===== config.mk =====
export PLATFORM = sky130hd
export DESIGN_NAME = ysyx_23060061_mem_arbiter
export DESIGN_NICKNAME = d
export VERILOG_FILES = /design/src/rtl/ysyx_23060061_mem_arbiter.sv
export SDC_FILE = /design/constraint.sdc
export NUM_CORES = 1
export LEC_CHECK = 0
export ABC_AREA = 1
export BUFFER_PORTS_ARGS = -buffer_cell sky130_fd_sc_hd__clkbuf_2
export CORE_AREA = 2 2 141 143
export DETAILED_ROUTE_END_ITERATION = 10
export DIE_AREA = 0 0 143 145
export GPL_TIMING_DRIVEN = 0
export SYNTH_ARGS = -nofsm -noshare
export SYNTH_HDL_FRONTEND = slang
export SYNTH_SLANG_ARGS = --single-unit

===== constraint.sdc =====
create_clock -name clk -period 1.6 [get_ports clk]
set_input_delay 0.4 -clock clk [delete_from_list [all_inputs] [get_ports clk]]
set_output_delay 0.4 -clock clk [all_outputs]
set_load 0.005 [all_outputs]

===== src/rtl/ysyx_23060061_mem_arbiter.sv =====
// Two-master (IFU read-only, LSU read/write) to single-slave memory arbiter; one transaction in flight.
// Optional `ARB_ROUND_ROBIN_EN switches IFU-vs-LSU arbitration from fixed LSU priority to alternating.
module ysyx_23060061_mem_arbiter (
  input  logic        clk,
  input  logic        rst,
  input  logic [31:0] m0_araddr,
  input  logic        m0_arvalid,
  output logic        m0_arready,
  output logic [31:0] m0_rdata,
  output logic [1:0]  m0_rresp,
  output logic        m0_rvalid,
  input  logic        m0_rready,
  input  logic [31:0] m1_araddr,
  input  logic        m1_arvalid,
  output logic        m1_arready,
  output logic [31:0] m1_rdata,
  output logic [1:0]  m1_rresp,
  output logic        m1_rvalid,
  input  logic        m1_rready,
  input  logic [31:0] m1_awaddr,
  input  logic        m1_awvalid,
  output logic        m1_awready,
  input  logic [31:0] m1_wdata,
  input  logic [3:0]  m1_wstrb,
  input  logic        m1_wvalid,
  output logic        m1_wready,
  output logic [1:0]  m1_bresp,
  output logic        m1_bvalid,
  input  logic        m1_bready,
  output logic [31:0] s_araddr,
  output logic        s_arvalid,
  input  logic        s_arready,
  input  logic [31:0] s_rdata,
  input  logic [1:0]  s_rresp,
  input  logic        s_rvalid,
  output logic        s_rready,
  output logic [31:0] s_awaddr,
  output logic        s_awvalid,
  input  logic        s_awready,
  output logic [31:0] s_wdata,
  output logic [3:0]  s_wstrb,
  output logic        s_wvalid,
  input  logic        s_wready,
  input  logic [1:0]  s_bresp,
  input  logic        s_bvalid,
  output logic        s_bready
);

  localparam logic [2:0] S_IDLE    = 3'd0;
  localparam logic [2:0] S_RD_ADDR = 3'd1;
  localparam logic [2:0] S_RD_DATA = 3'd2;
  localparam logic [2:0] S_WR_REQ  = 3'd3;
  localparam logic [2:0] S_WR_RESP = 3'd4;

  logic [2:0] state_q, state_d;
  logic       sel_q, sel_d;
  logic       aw_done_q, aw_done_d;
  logic       w_done_q, w_done_d;
`ifdef ARB_ROUND_ROBIN_EN
  logic       last_q, last_d;
`endif

  logic lsu_req, grant_lsu;
  logic ar_fire, r_fire, aw_fire, w_fire;

  // Next state, grant and channel routing
  always_comb begin
    state_d   = state_q;
    sel_d     = sel_q;
    aw_done_d = aw_done_q;
    w_done_d  = w_done_q;
`ifdef ARB_ROUND_ROBIN_EN
    last_d    = last_q;
`endif
    lsu_req   = m1_awvalid | m1_arvalid;
`ifdef ARB_ROUND_ROBIN_EN
    // The master last granted yields when both sides request
    grant_lsu = lsu_req & (~m0_arvalid | ~last_q);
`else
    grant_lsu = lsu_req;
`endif
    ar_fire   = 1'b0;
    r_fire    = 1'b0;
    aw_fire   = 1'b0;
    w_fire    = 1'b0;

    m0_arready = 1'b0;
    m0_rdata   = 32'h0;
    m0_rresp   = 2'b00;
    m0_rvalid  = 1'b0;
    m1_arready = 1'b0;
    m1_rdata   = 32'h0;
    m1_rresp   = 2'b00;
    m1_rvalid  = 1'b0;
    m1_awready = 1'b0;
    m1_wready  = 1'b0;
    m1_bresp   = 2'b00;
    m1_bvalid  = 1'b0;
    s_araddr   = 32'h0;
    s_arvalid  = 1'b0;
    s_rready   = 1'b0;
    s_awaddr   = 32'h0;
    s_awvalid  = 1'b0;
    s_wdata    = 32'h0;
    s_wstrb    = 4'h0;
    s_wvalid   = 1'b0;
    s_bready   = 1'b0;

    case (state_q)
      S_IDLE: begin
        if (grant_lsu) begin
          sel_d   = 1'b1;
          state_d = m1_awvalid ? S_WR_REQ : S_RD_ADDR;
`ifdef ARB_ROUND_ROBIN_EN
          last_d  = 1'b1;
`endif
        end else if (m0_arvalid) begin
          sel_d   = 1'b0;
          state_d = S_RD_ADDR;
`ifdef ARB_ROUND_ROBIN_EN
          last_d  = 1'b0;
`endif
        end
      end
      S_RD_ADDR: begin
        if (sel_q) begin
          s_araddr   = m1_araddr;
          s_arvalid  = m1_arvalid;
          m1_arready = s_arready;
          ar_fire    = m1_arvalid & s_arready;
        end else begin
          s_araddr   = m0_araddr;
          s_arvalid  = m0_arvalid;
          m0_arready = s_arready;
          ar_fire    = m0_arvalid & s_arready;
        end
        if (ar_fire) state_d = S_RD_DATA;
      end
      S_RD_DATA: begin
        if (sel_q) begin
          m1_rdata  = s_rdata;
          m1_rresp  = s_rresp;
          m1_rvalid = s_rvalid;
          s_rready  = m1_rready;
          r_fire    = s_rvalid & m1_rready;
        end else begin
          m0_rdata  = s_rdata;
          m0_rresp  = s_rresp;
          m0_rvalid = s_rvalid;
          s_rready  = m0_rready;
          r_fire    = s_rvalid & m0_rready;
        end
        if (r_fire) state_d = S_IDLE;
      end
      S_WR_REQ: begin
        // A channel already accepted is hidden from both sides until the pair completes
        s_awaddr   = m1_awaddr;
        s_awvalid  = m1_awvalid & ~aw_done_q;
        m1_awready = s_awready & ~aw_done_q;
        s_wdata    = m1_wdata;
        s_wstrb    = m1_wstrb;
        s_wvalid   = m1_wvalid & ~w_done_q;
        m1_wready  = s_wready & ~w_done_q;
        aw_fire    = m1_awvalid & ~aw_done_q & s_awready;
        w_fire     = m1_wvalid & ~w_done_q & s_wready;
        if ((aw_done_q | aw_fire) & (w_done_q | w_fire)) begin
          aw_done_d = 1'b0;
          w_done_d  = 1'b0;
          state_d   = S_WR_RESP;
        end else begin
          aw_done_d = aw_done_q | aw_fire;
          w_done_d  = w_done_q | w_fire;
        end
      end
      S_WR_RESP: begin
        m1_bresp  = s_bresp;
        m1_bvalid = s_bvalid;
        s_bready  = m1_bready;
        if (s_bvalid & m1_bready) state_d = S_IDLE;
      end
      default: state_d = S_IDLE;
    endcase
  end

  // State registers with synchronous active-low reset
  always_ff @(posedge clk) begin
    if (!rst) begin
      state_q   <= S_IDLE;
      sel_q     <= 1'b0;
      aw_done_q <= 1'b0;
      w_done_q  <= 1'b0;
`ifdef ARB_ROUND_ROBIN_EN
      last_q    <= 1'b0;
`endif
    end else begin
      state_q   <= state_d;
      sel_q     <= sel_d;
      aw_done_q <= aw_done_d;
      w_done_q  <= w_done_d;
`ifdef ARB_ROUND_ROBIN_EN
      last_q    <= last_d;
`endif
    end
  end

endmodule


==> results of run 1 <==
routing by layer:
layer | up-vias | global-route usage (%) | wire length (um)
met4 | 0 | 2.871 | 201
li1 | 2069 | - | -
met2 | 211 | 20.45 | 6800
met3 | 17 | 0.6931 | 745
met1 | 1769 | 10.54 | 4740
met5 | - | 0 | 0
registers in the layout (all words and copies together), names as in the netlist:
register and cells:
sel_q 1, w_done_q 1, aw_done_q 1, state_q 3
what timing repair did:
item                                    in CTS  in global routing
gates cloned                                 4                  6
buffers inserted                            18                  0
resized for setup                          170                209
endpoints found under the setup margin     182                182
pin swaps                                    7                  2
worst max-delay path by stage:
stage,startpoint,end,slack [ps],cells past startpoint
6_report,state_q[1],s_wdata[15],-260,8
5_1_grt,state_q[1],m1_rdata[20],-330,7
4_1_cts,state_q[2],m0_rdata[16],-210,6
3_5_place_dp,state_q[1],m0_rdata[16],-230,6
3_3_place_gp,state_q[1],m1_rdata[29],-250,6
2_1_floorplan,state_q[2],s_araddr[22],160,6
power breakdown:
group	internal (mW)	switching, mW	total, mW
logic	1.99	2.27	4.27
clock network	0.321	0.0892	0.410
registers	0.211	0.0657	0.277
worst max-delay path, stage by stage (launching register included):
cell and delay, ps:
dfxtp_2 350, inv_4 40, buf_4 130, nor2_4 100
inv_4 70, buf_12 150, clkbuf_16 160, nor2_4 90
clkbuf_2 120
cells by family after synthesis:
logic type | share of synthesized area [%]
AOI/OAI and AO/OA | 9.679
and+or+nand+nor | 52.36
DFF | 6.034
buffers and inverters | 31.93
cell type report:
class / count / area (sq um) / area share, %
Inverter: 125 / 484.2 / 8.671
Sequential cell: 6 / 127.6 / 2.285
Clock buffer: 3 / 75.07 / 1.344
Tap cell: 265 / 331.6 / 5.938
Buffer: 24 / 362.8 / 6.498
Multi-Input combinational cell: 301 / 1967 / 35.22
Timing Repair Buffer: 391 / 2236 / 40.04
cell usage in the layout, fill, tap and decap left out, drive strengths merged:
cell type	Yosys	final
a21oi	36	36
and3	1	1
buf	19	133
clkbuf	5	285
dfxtp	6	6
inv	125	125
nand2	96	96
nand3	4	4
nand4	3	3
nor2	156	156
nor3	4	4
o21ai	1	1
==> reports/results.txt, run 1 <==
cell taking the most area after synthesis = nor2_1
CTS root buf = clkbuf_16
final setup violation count = 180
DRT iter0 DRCs = 98
RSZ-0062 raised after global routing = yes
worst slew pin tran = 192.0 ps
die area = 20740 sq um
Peak VDD IR = 0.0005947 V
Layout area overhead = 180.5%
share of cells above drive strength 1 = 67.29%
DP Wirelength = 9288 um
placer congestion estimate = 0.8071
Cells after DPL = 1084
largest net degree at the start of global routing = 11
Die Wd = 143 um
final hold vios = 0
crit end category = output port
initial antenna violation count = 0
worst reg2reg path endpoint = state_q[2]
global-route wire length before repair = 16940 um
Antenna Cells = 0
Hold Path Class = in2reg
setup_tns = -33230 ps
CTS tree = yes
CP Launch Type = register
Data required, critical path = 1200 ps
outcome = complete, but fails checks
Synth top area share = 28.85%
drt pass-1 iters = 4
Overall Global Routing Usage = 9.987%
Sinks on Clock Net = 6
H-tree depth = 1
vias per cell = 3.647
warnings from Yosys = 0
ys flop type = dfxtp_1
non-filler cells, final = 1115
Yosys reg bits = 6
pre-CTS setup slack = -230.1 ps
worst hold path endpoint = state_q[0]
Core Area = 19210 sq um
Final nets = 1034
chip height = 145 um
post-route ant nets = 0
crit-path max FO = 8
Clock Pin Slew Worst Setup and Hold Paths = 30 ps
# rows = 51
top cells by area, synth = nor2_1 29%, inv_1 23%, nand2_1 18%
post-synth cell types = 20
per-cell routed wire length = 11.20 um
Syn Nets = 638
register area share after synthesis = 6.034%
critical path class = reg2out
Final min period = 1855 ps
total power = 4.953 mW
clock skew = 0.2918 ps
vias in the first global route = 3626
TritonCTS buffer count = 3
Total Wirelength = 12490 um
most common cell in the netlist = nor2_1
CTS Hold Bufs = 0
drt drc = 0
fin crit share = 115.9%
CTS max path bufs = 2
most frequent cells after synthesis = 153 x nor2_1, 122 x inv_1, 93 x nand2_1
final core occ = 29.07%
total grt overflow = 0
Cells after Synth = 456
EDFF count, synth = 0
# fillers = 2077
Placement Cell Area = 4139 sq um
MaxCap Viol Count = 0
Critical R2R Launch = state_q[1]
Initial Util = 10.36%
Setup WS post-layout = -255.2 ps
HP Start = rst
hold depth = 3
max-slew violations = 0
Power Density = 886.9 nW/um^2
Achievable Freq = 0.5390 GHz
slew margin rel. = 87.19%
synthesized cell area = 1991 sq um
fin area = 5584 sq um
PortBufs = 363
I/O pin count = 364
R2R Setup Slk = 90 ps
worst hold margin = 417.7 ps
average size of a mapped cell = 4.365 sq um
P_leak = 3.475 nW
cells on worst reg2reg path = 11
failing checks = setup timing
vias post-DR = 4066
CP arrival = 1460 ps
clk_lat worst skew = 230 ps
Post-synth ARST share = 0%
Power figures use the tool's default switching activity.
==> run 2, diff against run 1 <==
==> constraint.sdc (replaced) <==
create_clock -name clk -period 1.85 [get_ports clk]
set_input_delay 0.4625 -clock clk [delete_from_list [all_inputs] [get_ports clk]]
set_output_delay 0.4625 -clock clk [all_outputs]
set_load 0.005 [all_outputs]
==> run 2 against run 1 <==
The flow still finishes with violations (setup timing). Register-to-register slack better by 410 ps. Global-route usage decreased by 0.43 points. Cell count is 0.72% lower. First-iteration DRC count down 8.2%. Largest cell class unchanged. Highest routed layer unchanged. Power is 21% lower. Critical path depth unchanged.
==> reports/results.txt, run 2 (synthesis gave the netlist of run 1 again) <==
outcome = complete, but fails checks
failing checks = setup timing
PortBufs = 363 (unchanged)
met2 usage = 19.62% (-0.84 points)
vias post-DR = 3961 (-2.6%)
Antenna Cells = 0 (unchanged)
CTS max path bufs = 2 (unchanged)
CTS tree = yes
worst reg2reg path endpoint = state_q[1]
Peak VDD IR = 0.0005981 V (+0.57%)
Psw = 1.926 mW (-21%)
# fillers = 2117 (+1.9%)
most frequent cells in the layout = 277 x clkbuf_2, 120 x inv_1, 92 x nand2_1
met3 Usage GRT = 0.6931% (unchanged)
CP arrival = 1450 ps (about the same)
worst hold path endpoint = w_done_q
worst slew pin tran = 182.3 ps (-9.709 ps)
fin crit share = 103.5%
post-route ant nets = 0 (unchanged)
Sinks on Clock Net = 6 (unchanged)
initial antenna violation count = 0 (unchanged)
largest net degree at the start of global routing = 11 (unchanged)
Logic pwr share = 85.0% (-1.1 points)
Overall Global Routing Usage = 9.556% (-0.43 points)
Core Area = 19210 sq um (unchanged)
P_int = 1.997 mW (-21%)
total grt overflow = 0 (unchanged)
cells on worst reg2reg path = 10 (-1)
DRT iter0 DRCs = 90 (-8.2%)
chip height = 145 um (unchanged)
RSZ-0062 raised after global routing = yes
H-tree depth = 1 (unchanged)
global-route wire length before repair = 16220 um (-4.3%)
critical path class = reg2out
HP Start = w_done_q
DP Wirelength = 9288 um (unchanged)
non-filler cells, final = 1107 (-0.72%)
final core occ = 26.90% (-2.2 points)
final hold vios = 0 (unchanged)
CP Launch Type = register
Clk network pwr share = 9.0% (+0.7 points)
Final min period = 1914 ps
register area = 126.4 sq um (-0.98%)
drt pass-1 iters = 4 (unchanged)
TritonCTS buffer count = 3 (unchanged)
slew margin rel. = 87.76% (+0.57 points)
placer congestion estimate = 0.8071 (unchanged)
Setup WS post-layout = -63.90 ps (+191.3 ps)
final setup violation count = 114 (-37%)
max-slew violations = 0 (unchanged)
Achievable Freq = 0.5225 GHz
drt drc = 0 (unchanged)
Total Wirelength = 11990 um (-4.0%)
CTS root buf = clkbuf_16
Data required, critical path = 1390 ps (+190 ps)
crit end category = output port
Clock Pin Slew Worst Setup and Hold Paths = 30 ps (about the same)
routing usage on met1 = 10.30% (-0.24 points)
# rows = 51 (unchanged)
commonest non-fill, non-tap cell in the layout = clkbuf_2
setup_tns = -2739 ps (+30490 ps)
Reg power frac = 6.0% (+0.4 points)
Initial Util = 10.36% (unchanged)
R2R Setup Slk = 500 ps (+410 ps)
per-cell routed wire length = 10.83 um (-3.3%)
vias in the first global route = 3483 (-3.9%)
Critical R2R Launch = sel_q
vias per cell = 3.578 (-1.9%)
clk_lat worst skew = 230 ps (about the same)
worst hold margin = 465.2 ps (+47.49 ps)
gr busiest metal = met2
max reg flops = 3 (unchanged)
Cells after DPL = 1084 (unchanged)
Power Density = 759.3 nW/um^2 (-14%)
Final nets = 1026 (-0.77%)
Switching Fraction = 49.08% (+0.094 points)
crit-path max FO = 9 (+1)
I/O pin count = 364 (unchanged)
total power = 3.923 mW (-21%)
share of cells above drive strength 1 = 63.30% (-4.0 points)
clock skew = 0.4277 ps (+0.1359 ps)
die area = 20740 sq um (unchanged)
P_leak = 3.377 nW (-2.8%)
Biggest register = state_q
Hold Path Class = reg2reg
MaxCap Viol Count = 0 (unchanged)
hold depth = 2 (-1)
area of the multi-input gates = 1710 sq um (-13%)
Die Wd = 143 um (unchanged)
Layout area overhead = 159.5%
run 2: through the flow:
step	instance area (sq um)	setup slack [ps]
after global routing	5166	-134.6
after global placement	4139	-60.22
after detailed placement	4139	-42.63
after CTS	4607	-22.06
after floorplan	1991	349.5
final	5166	-63.90
run 2: critical path, cell delays in order, from the launching register on:
cell	delay [ps]
dfxtp_2	350
inv_4	40
buf_4	130
nor2_4	110
inv_4	60
buf_12	150
clkbuf_16	160
nor2_2	80
buf_2	120
run 2: area by class of cell:
class	count	share of cell area, %
Timing Repair Buffer	383	41.05
Clock buffer	3	1.453
Tap cell	265	6.418
Multi-Input combinational cell	301	33.11
Inverter	125	9.324
Buffer	24	6.200
Sequential cell	6	2.446
run 2: worst max-delay path by stage:
stage / start / slack, ps / endpoint
detailed placement: state_q[1] / -40 / m0_rdata[16]
CTS: state_q[2] / -20 / m0_rdata[16]
global placement: state_q[1] / -60 / m1_rdata[29]
floorplan: state_q[2] / 350 / s_araddr[22]
global route: state_q[1] / -130 / m1_rdata[20]
finish: state_q[1] / -60 / s_awaddr[12]
run 2: metal layers:
layer,up-vias,share of wire [%]
li1,2052,-
met1,1689,38
met2,209,54
met3,11,6.3
met4,0,1.2
met5,-,0
run 2: what timing repair did:
item | CTS | global route
setup buffers | 12 | 1
resized for setup | 89 | 208
setup endpoints to repair | 156 | 151
gates cloned | 1 | 6
pin swaps | 4 | 1
hold buffers | 0 | 0
run 2: power groups by stage:
stage | Clock [mW] | Sequential [mW] | Combinational, mW
final | 0.355 | 0.236 | 3.33
after global routing | 0.370 | 0.240 | 3.66
after CTS | 0.360 | 0.234 | 2.89
after detailed placement | 0 | 0.212 | 2.42
after global placement | 0 | 0.210 | 2.41
after floorplan | 0 | 0.206 | 1.33
